==> config.mk <==
export PLATFORM = sky130hd
export DESIGN_NAME = i2c_byte_sequencer
export DESIGN_NICKNAME = d
export VERILOG_FILES = /design/src/rtl/i2c_defs.sv /design/src/rtl/counter.sv /design/src/rtl/i2c_byte_sequencer.sv
export SDC_FILE = /design/constraint.sdc
export NUM_CORES = 1
export LEC_CHECK = 0
export BUFFER_PORTS_ARGS = -buffer_cell sky130_fd_sc_hd__buf_4
export CAP_MARGIN = 20
export CORE_MARGIN = 1.5
export CORE_UTILIZATION = 52
export CTS_BUF_LIST = sky130_fd_sc_hd__clkbuf_16
export DETAILED_ROUTE_END_ITERATION = 7
export HOLD_SLACK_MARGIN = 0.15
export PLACE_DENSITY = 0.82
export SETUP_SLACK_MARGIN = 0.4
export SLEW_MARGIN = 5
export SYNTH_ARGS = -nofsm -noshare
export SYNTH_HDL_FRONTEND = slang
export SYNTH_SLANG_ARGS = --single-unit
==> constraint.sdc <==
create_clock -name clk -period 2.71 [get_ports clk]
set_clock_uncertainty 0.2 [all_clocks]
set_input_delay 0.271 -clock clk [delete_from_list [all_inputs] [get_ports clk]]
set_output_delay 0.271 -clock clk [all_outputs]
set_load 0.01 [all_outputs]
==> src/rtl/i2c_defs.sv <==
// Shared I2C encodings: sequencer states, transfer direction and ACK line levels.
package i2c_defs;

    typedef enum logic [1:0] {
        ST_IDLE = 2'd0,
        ST_DATA = 2'd1,
        ST_ACK  = 2'd2
    } state_e;

    localparam logic RW_WRITE = 1'b0;
    localparam logic RW_READ  = 1'b1;

    localparam logic ACK  = 1'b0;
    localparam logic NACK = 1'b1;

    localparam int CNT_W = 4;

endpackage

==> src/rtl/counter.sv <==
// Bit counter: synchronous clear with priority over increment, saturates at all-ones.
module counter #(
    parameter int WIDTH = 4
) (
    input  logic             clk,
    input  logic             rst_n,
    input  logic             rst_count_2,
    input  logic             count_inc,
    output logic [WIDTH-1:0] count
);

    logic [WIDTH-1:0] count_q;

    // NOTE: sequential state uses non-blocking assignments so every flop samples pre-edge values.
    always_ff @(posedge clk or negedge rst_n) begin
        if (!rst_n) begin
            count_q <= '0;
        end else if (rst_count_2) begin
            count_q <= '0;
        end else if (count_inc && (count_q != '1)) begin
            count_q <= count_q + 1'b1;
        end
    end

    assign count = count_q;

endmodule

==> src/rtl/i2c_byte_sequencer.sv <==
// Sequences one I2C byte (DATA_BITS data bits MSB first, then the ACK slot) on SCL phase ticks.
module i2c_byte_sequencer
    import i2c_defs::*;
#(
    parameter int DATA_BITS = 8
) (
    input  logic                 clk,
    input  logic                 rst_n,
    input  logic                 start,
    input  logic                 rw,
    input  logic [DATA_BITS-1:0] tx_byte,
    input  logic                 send_ack,
    input  logic                 abort,
    input  logic                 scl_rise,
    input  logic                 scl_fall,
    input  logic                 sda_in,
    output logic                 sda_oe,
    output logic                 busy,
    output logic                 done,
    output logic [DATA_BITS-1:0] rx_byte,
    output logic                 ack_rcvd
);

    localparam logic [CNT_W-1:0] LAST_BIT = CNT_W'(DATA_BITS);

    state_e               state_q, state_d;
    logic                 rw_q, rw_d;
    logic                 send_ack_q, send_ack_d;
    logic [DATA_BITS-1:0] shift_q, shift_d;
    logic                 sda_oe_q, sda_oe_d;
    logic                 busy_q, busy_d;
    logic                 done_q, done_d;
    logic [DATA_BITS-1:0] rx_byte_q, rx_byte_d;
    logic                 ack_rcvd_q, ack_rcvd_d;

    logic [DATA_BITS-1:0] shifted;
    logic                 rst_count_2;
    logic                 count_inc;
    logic [CNT_W-1:0]     bit_count;

    counter #(
        .WIDTH(CNT_W)
    ) u_bit_cnt (
        .clk        (clk),
        .rst_n      (rst_n),
        .rst_count_2(rst_count_2),
        .count_inc  (count_inc),
        .count      (bit_count)
    );

    assign shifted = shift_q << 1;

    // NOTE: every variable gets a default before the case so no path can infer a latch.
    always_comb begin
        state_d     = state_q;
        rw_d        = rw_q;
        send_ack_d  = send_ack_q;
        shift_d     = shift_q;
        sda_oe_d    = sda_oe_q;
        busy_d      = busy_q;
        done_d      = 1'b0;
        rx_byte_d   = rx_byte_q;
        ack_rcvd_d  = ack_rcvd_q;
        rst_count_2 = 1'b0;
        count_inc   = 1'b0;

        if (abort) begin
            state_d     = ST_IDLE;
            sda_oe_d    = 1'b0;
            busy_d      = 1'b0;
            rst_count_2 = 1'b1;
        end else begin
            case (state_q)
                ST_IDLE: begin
                    if (start) begin
                        state_d     = ST_DATA;
                        rw_d        = rw;
                        send_ack_d  = send_ack;
                        shift_d     = tx_byte;
                        sda_oe_d    = (rw == RW_WRITE) ? ~tx_byte[DATA_BITS-1] : 1'b0;
                        busy_d      = 1'b1;
                        rst_count_2 = 1'b1;
                    end
                end
                ST_DATA: begin
                    // A rise coinciding with a fall is a protocol error; the fall is dropped.
                    if (scl_rise) begin
                        count_inc = (bit_count < LAST_BIT);
                        if (rw_q == RW_READ) begin
                            shift_d = shifted | DATA_BITS'(sda_in);
                        end
                    end else if (scl_fall) begin
                        if (bit_count < LAST_BIT) begin
                            if (rw_q == RW_WRITE) begin
                                shift_d  = shifted;
                                sda_oe_d = ~shifted[DATA_BITS-1];
                            end
                        end else begin
                            state_d  = ST_ACK;
                            sda_oe_d = (rw_q == RW_WRITE) ? 1'b0 : send_ack_q;
                        end
                    end
                end
                ST_ACK: begin
                    if (scl_rise) begin
                        if (rw_q == RW_WRITE) begin
                            ack_rcvd_d = sda_in;
                        end else begin
                            rx_byte_d = shift_q;
                        end
                    end else if (scl_fall) begin
                        state_d     = ST_IDLE;
                        sda_oe_d    = 1'b0;
                        busy_d      = 1'b0;
                        done_d      = 1'b1;
                        rst_count_2 = 1'b1;
                    end
                end
                default: begin
                    state_d  = ST_IDLE;
                    sda_oe_d = 1'b0;
                    busy_d   = 1'b0;
                end
            endcase
        end
    end

    // NOTE: all state is in the async reset, so SDA is released the instant rst_n falls.
    always_ff @(posedge clk or negedge rst_n) begin
        if (!rst_n) begin
            state_q    <= ST_IDLE;
            rw_q       <= RW_WRITE;
            send_ack_q <= 1'b0;
            shift_q    <= '0;
            sda_oe_q   <= 1'b0;
            busy_q     <= 1'b0;
            done_q     <= 1'b0;
            rx_byte_q  <= '0;
            ack_rcvd_q <= NACK;
        end else begin
            state_q    <= state_d;
            rw_q       <= rw_d;
            send_ack_q <= send_ack_d;
            shift_q    <= shift_d;
            sda_oe_q   <= sda_oe_d;
            busy_q     <= busy_d;
            done_q     <= done_d;
            rx_byte_q  <= rx_byte_d;
            ack_rcvd_q <= ack_rcvd_d;
        end
    end

    assign sda_oe   = sda_oe_q;
    assign busy     = busy_q;
    assign done     = done_q;
    assign rx_byte  = rx_byte_q;
    assign ack_rcvd = ack_rcvd_q;

endmodule

==> flow_metrics.tcl <==
set metrics [dict create \
    clock_path_buffers 2 \
    net_count_after_synthesis 134 \
    syn_inst 116 \
    syn_to_final_growth_pct 34.2 \
    p_comb_share_pct 15.9 \
    synth_seq_cells 28 \
    switching_share_pct 25.1 \
    clockPowerShare_pct 33.7 \
    timing_hold_violations_final 0 \
    post_drt_wl_per_cell_um 16.0 \
    cts_resized 0 \
    clk_latency_ns 0.26 \
    yosysUniqueCellTypes 32 \
    timing.max_slew.rel_slack_pct 65.5 \
    route.final.wire_length_mm 3.04 \
    clkSlewWorstSetupHoldPaths_ns 0.07 \
    cts.sinks 28 \
    core_area_um2 2450 \
    synth-edff-count 0 \
    cellLeakagePower_nw 0.835 \
    nets 179 \
    worst_hold_startpoint "scl_rise" \
    syn_area_per_cell_um2 11.4 \
    top_level_ports 29 \
    synthFlopType "dfrtp_1" \
    setup_repair_after_global_routing_missed_its_margin "no" \
    reg2reg_depth 5 \
    cp.required_ns 2.69 \
    critPathCaptureType "flop" \
    synth_async_sr_flop_share_pct 100 \
    worstHoldPathCells 3 \
    hold_path.class "input pin to flop" \
    via_per_inst 5.73 \
    fin_hold_ws_ns 0.186 \
    antenna_found_initial 0 \
    power.share.sequential_pct 50.4 \
    globalRouteOverflowTotal 0 \
    setup_slack_reg_to_reg_ns 0.66 \
    via_count 1089 \
    ys.warnings.count 0 \
    detailedPlace.worstSlack_ns 0.494 \
    post-route-min-period_ns 2.05 \
    drtIter0Drc 32 \
    crit_path_max_fanout 9 \
    drtAntennaViolNets 0 \
    arrival_ns 2.03 \
    grt_max_degree 29 \
    finalWeightedCongestion 0.802 \
    worstReg2RegEnd "shift_q[4]" \
    drc_errors 0 \
    timing_max_transition_violations_final 0 \
    placedInstanceArea_um2 1560 \
    max_clock_freq_ghz 0.487 \
    critical_path.startpoint_type "flop" \
    floorplan.initialDensity_pct 54.1 \
    clock_tree.root_cell "clkbuf_16" \
    layout_worst_path_cycle_share_pct 75.7 \
    num_antenna_cells 0 \
    yosysMostFrequentCell "dfrtp_1" \
    cts_tree "yes" \
    fin_tns_setup_ns 0 \
    die_w_um 53.5 \
    final_core_utilization_pct 72.6 \
    setup.worst_path.class "flop to flop" \
    place.detailed.hpwl_mm 1.85 \
    floorplan.die_area_um2 2860 \
    run_status "finished clean" \
    worst_pin_slew_ns 0.510 \
    vias_in_the_first_global_route 954 \
    synth.cells.most_frequent "dfrtp_1, nor2_1, mux2_2" \
    synthDominantCellAreaShare_pct 50.9 \
    drtPass1Iterations 4 \
    worst_ir_drop_vdd_mv 0.439 \
    port_buffers 28 \
    rows 18 \
    final_setup_viols 0 \
    switching_power_mw 0.246 \
    r2r-start "u_bit_cnt.count[3]" \
    htree_num_levels 1 \
    synthesis.area_um2 1330 \
    synth_top_cells_by_area "dfrtp_1, mux2_2, mux2i_1, nor2_1, a21oi_1" \
    yosys.area.top_type "dfrtp_1" \
    holdPathEnd "shift_q[0]" \
    tritoncts_buffer_count 3 \
    final_area_um2 1780 \
    seq_area_frac_synth_pct 52.9 \
    grt_usage_pct 21.7 \
    floorplan.die.height_um 53.5 \
    power.density_nw_per_um2 550 \
    internal_power_mw 0.734 \
    post_route_cells_drive_above_1_share_pct 32.5 \
    global_route_wire_length_before_repair_mm 4.46 \
    timing.max_cap.violations 0 \
    postLayoutSetupSlackWorst_ns 0.659 \
]
[layer usage]
layer,vias up,global-route usage (%),wire length [um]
li1,505,-,-
met4,0,11.5,79
met5,-,0,0
met3,10,3.39,118
met1,534,28.3,1300
met2,40,34.8,1550
[through the flow]
| step | total power [mW] | instances |
|---|---|---|
| 6_report | 0.980 | 190 |
| 3_3_place_gp | 0.621 | 171 |
| 2_1_floorplan | 0.573 | 116 |
| 3_5_place_dp | 0.629 | 171 |
| 4_1_cts | 0.970 | 187 |
| 5_1_grt | 1.02 | 190 |
[cell families (layout without fill, tap and decap cells)]
logic type	after synthesis	in the layout	share of synthesized area (%)
AO/OA/AOI/OAI	24	24	13.4
XOR/XNOR	1	1	0.660
adder cells (fa/ha/maj)	1	1	0.942
buffers and inverters	6	50	2.26
flip-flops	28	28	52.9
multiplexers	19	19	15.4
AND/OR/NAND/NOR	37	37	14.5
[flip-flops by register name, indices dropped and copies added (netlist names)]
| register | cells |
|---|---|
| ack_rcvd | 1 |
| busy | 1 |
| done | 1 |
| rw_q | 1 |
| rx_byte | 8 |
| sda_oe | 1 |
| send_ack_q | 1 |
| shift_q | 8 |
| state_q | 2 |
| u_bit_cnt.count | 4 |
[layout make-up]
class | instances | area [um^2]
clock inverter | 1 | 3.75
fill | 167 | 673
sequential | 28 | 702
clock buffer | 3 | 75.1
inverter | 2 | 7.51
timing repair buffer | 44 | 360
multi-input combinational | 82 | 596
tap | 30 | 37.5
[worst max path at each step]
stage	endpoint	slack (ns)	cells past startpoint	from
floorplan	shift_q[6]	0.76	5	u_bit_cnt.count[3]
global placement	shift_q[0]	0.58	3	u_bit_cnt.count[3]
detailed placement	shift_q[3]	0.49	4	u_bit_cnt.count[3]
CTS	shift_q[3]	0.48	4	u_bit_cnt.count[3]
global route	shift_q[5]	0.61	5	u_bit_cnt.count[3]
finish	shift_q[4]	0.66	5	u_bit_cnt.count[3]
[layout by cell type (no fill, tap or decap), types with 2 or more instances in the layout]
cell type and count:
o22ai_1 2, a21oi_1 7, nand2_1 5, clkbuf_16 3, mux2_2 11, o21bai_1 2, dlygate4sd3_1 12, buf_4 32
nand2b_1 3, a31oi_1 2, o21ai_0 3, inv_1 2, nor2_1 16, nor2b_1 5, nor3b_1 2, a21oi_2 2
mux2i_1 8, dfrtp_1 27
[what timing repair did]
action / 4_1_cts / 5_1_grt
setup endpoints to repair: 0 / 8
hold endpoints to repair: 41 / 0
hold buffers: 12 / 0
buffers inserted: 0 / 3
[power by group through the flow]
stage	clock (mW)	combinational [mW]	sequential, mW
after floorplan	0	0.0854	0.488
after global placement	0	0.124	0.496
after detailed placement	0	0.131	0.498
after CTS	0.334	0.146	0.490
after global routing	0.355	0.169	0.498
final	0.330	0.155	0.494
[worst max-delay path: stages, from the launching register on]
cell      delay (ns)
dfrtp_1         0.47
or4b_4          0.57
a311oi_4        0.33
buf_4           0.23
nor2_1          0.06
a21oi_1         0.12
Note: power is estimated with default switching activity, not from simulation.
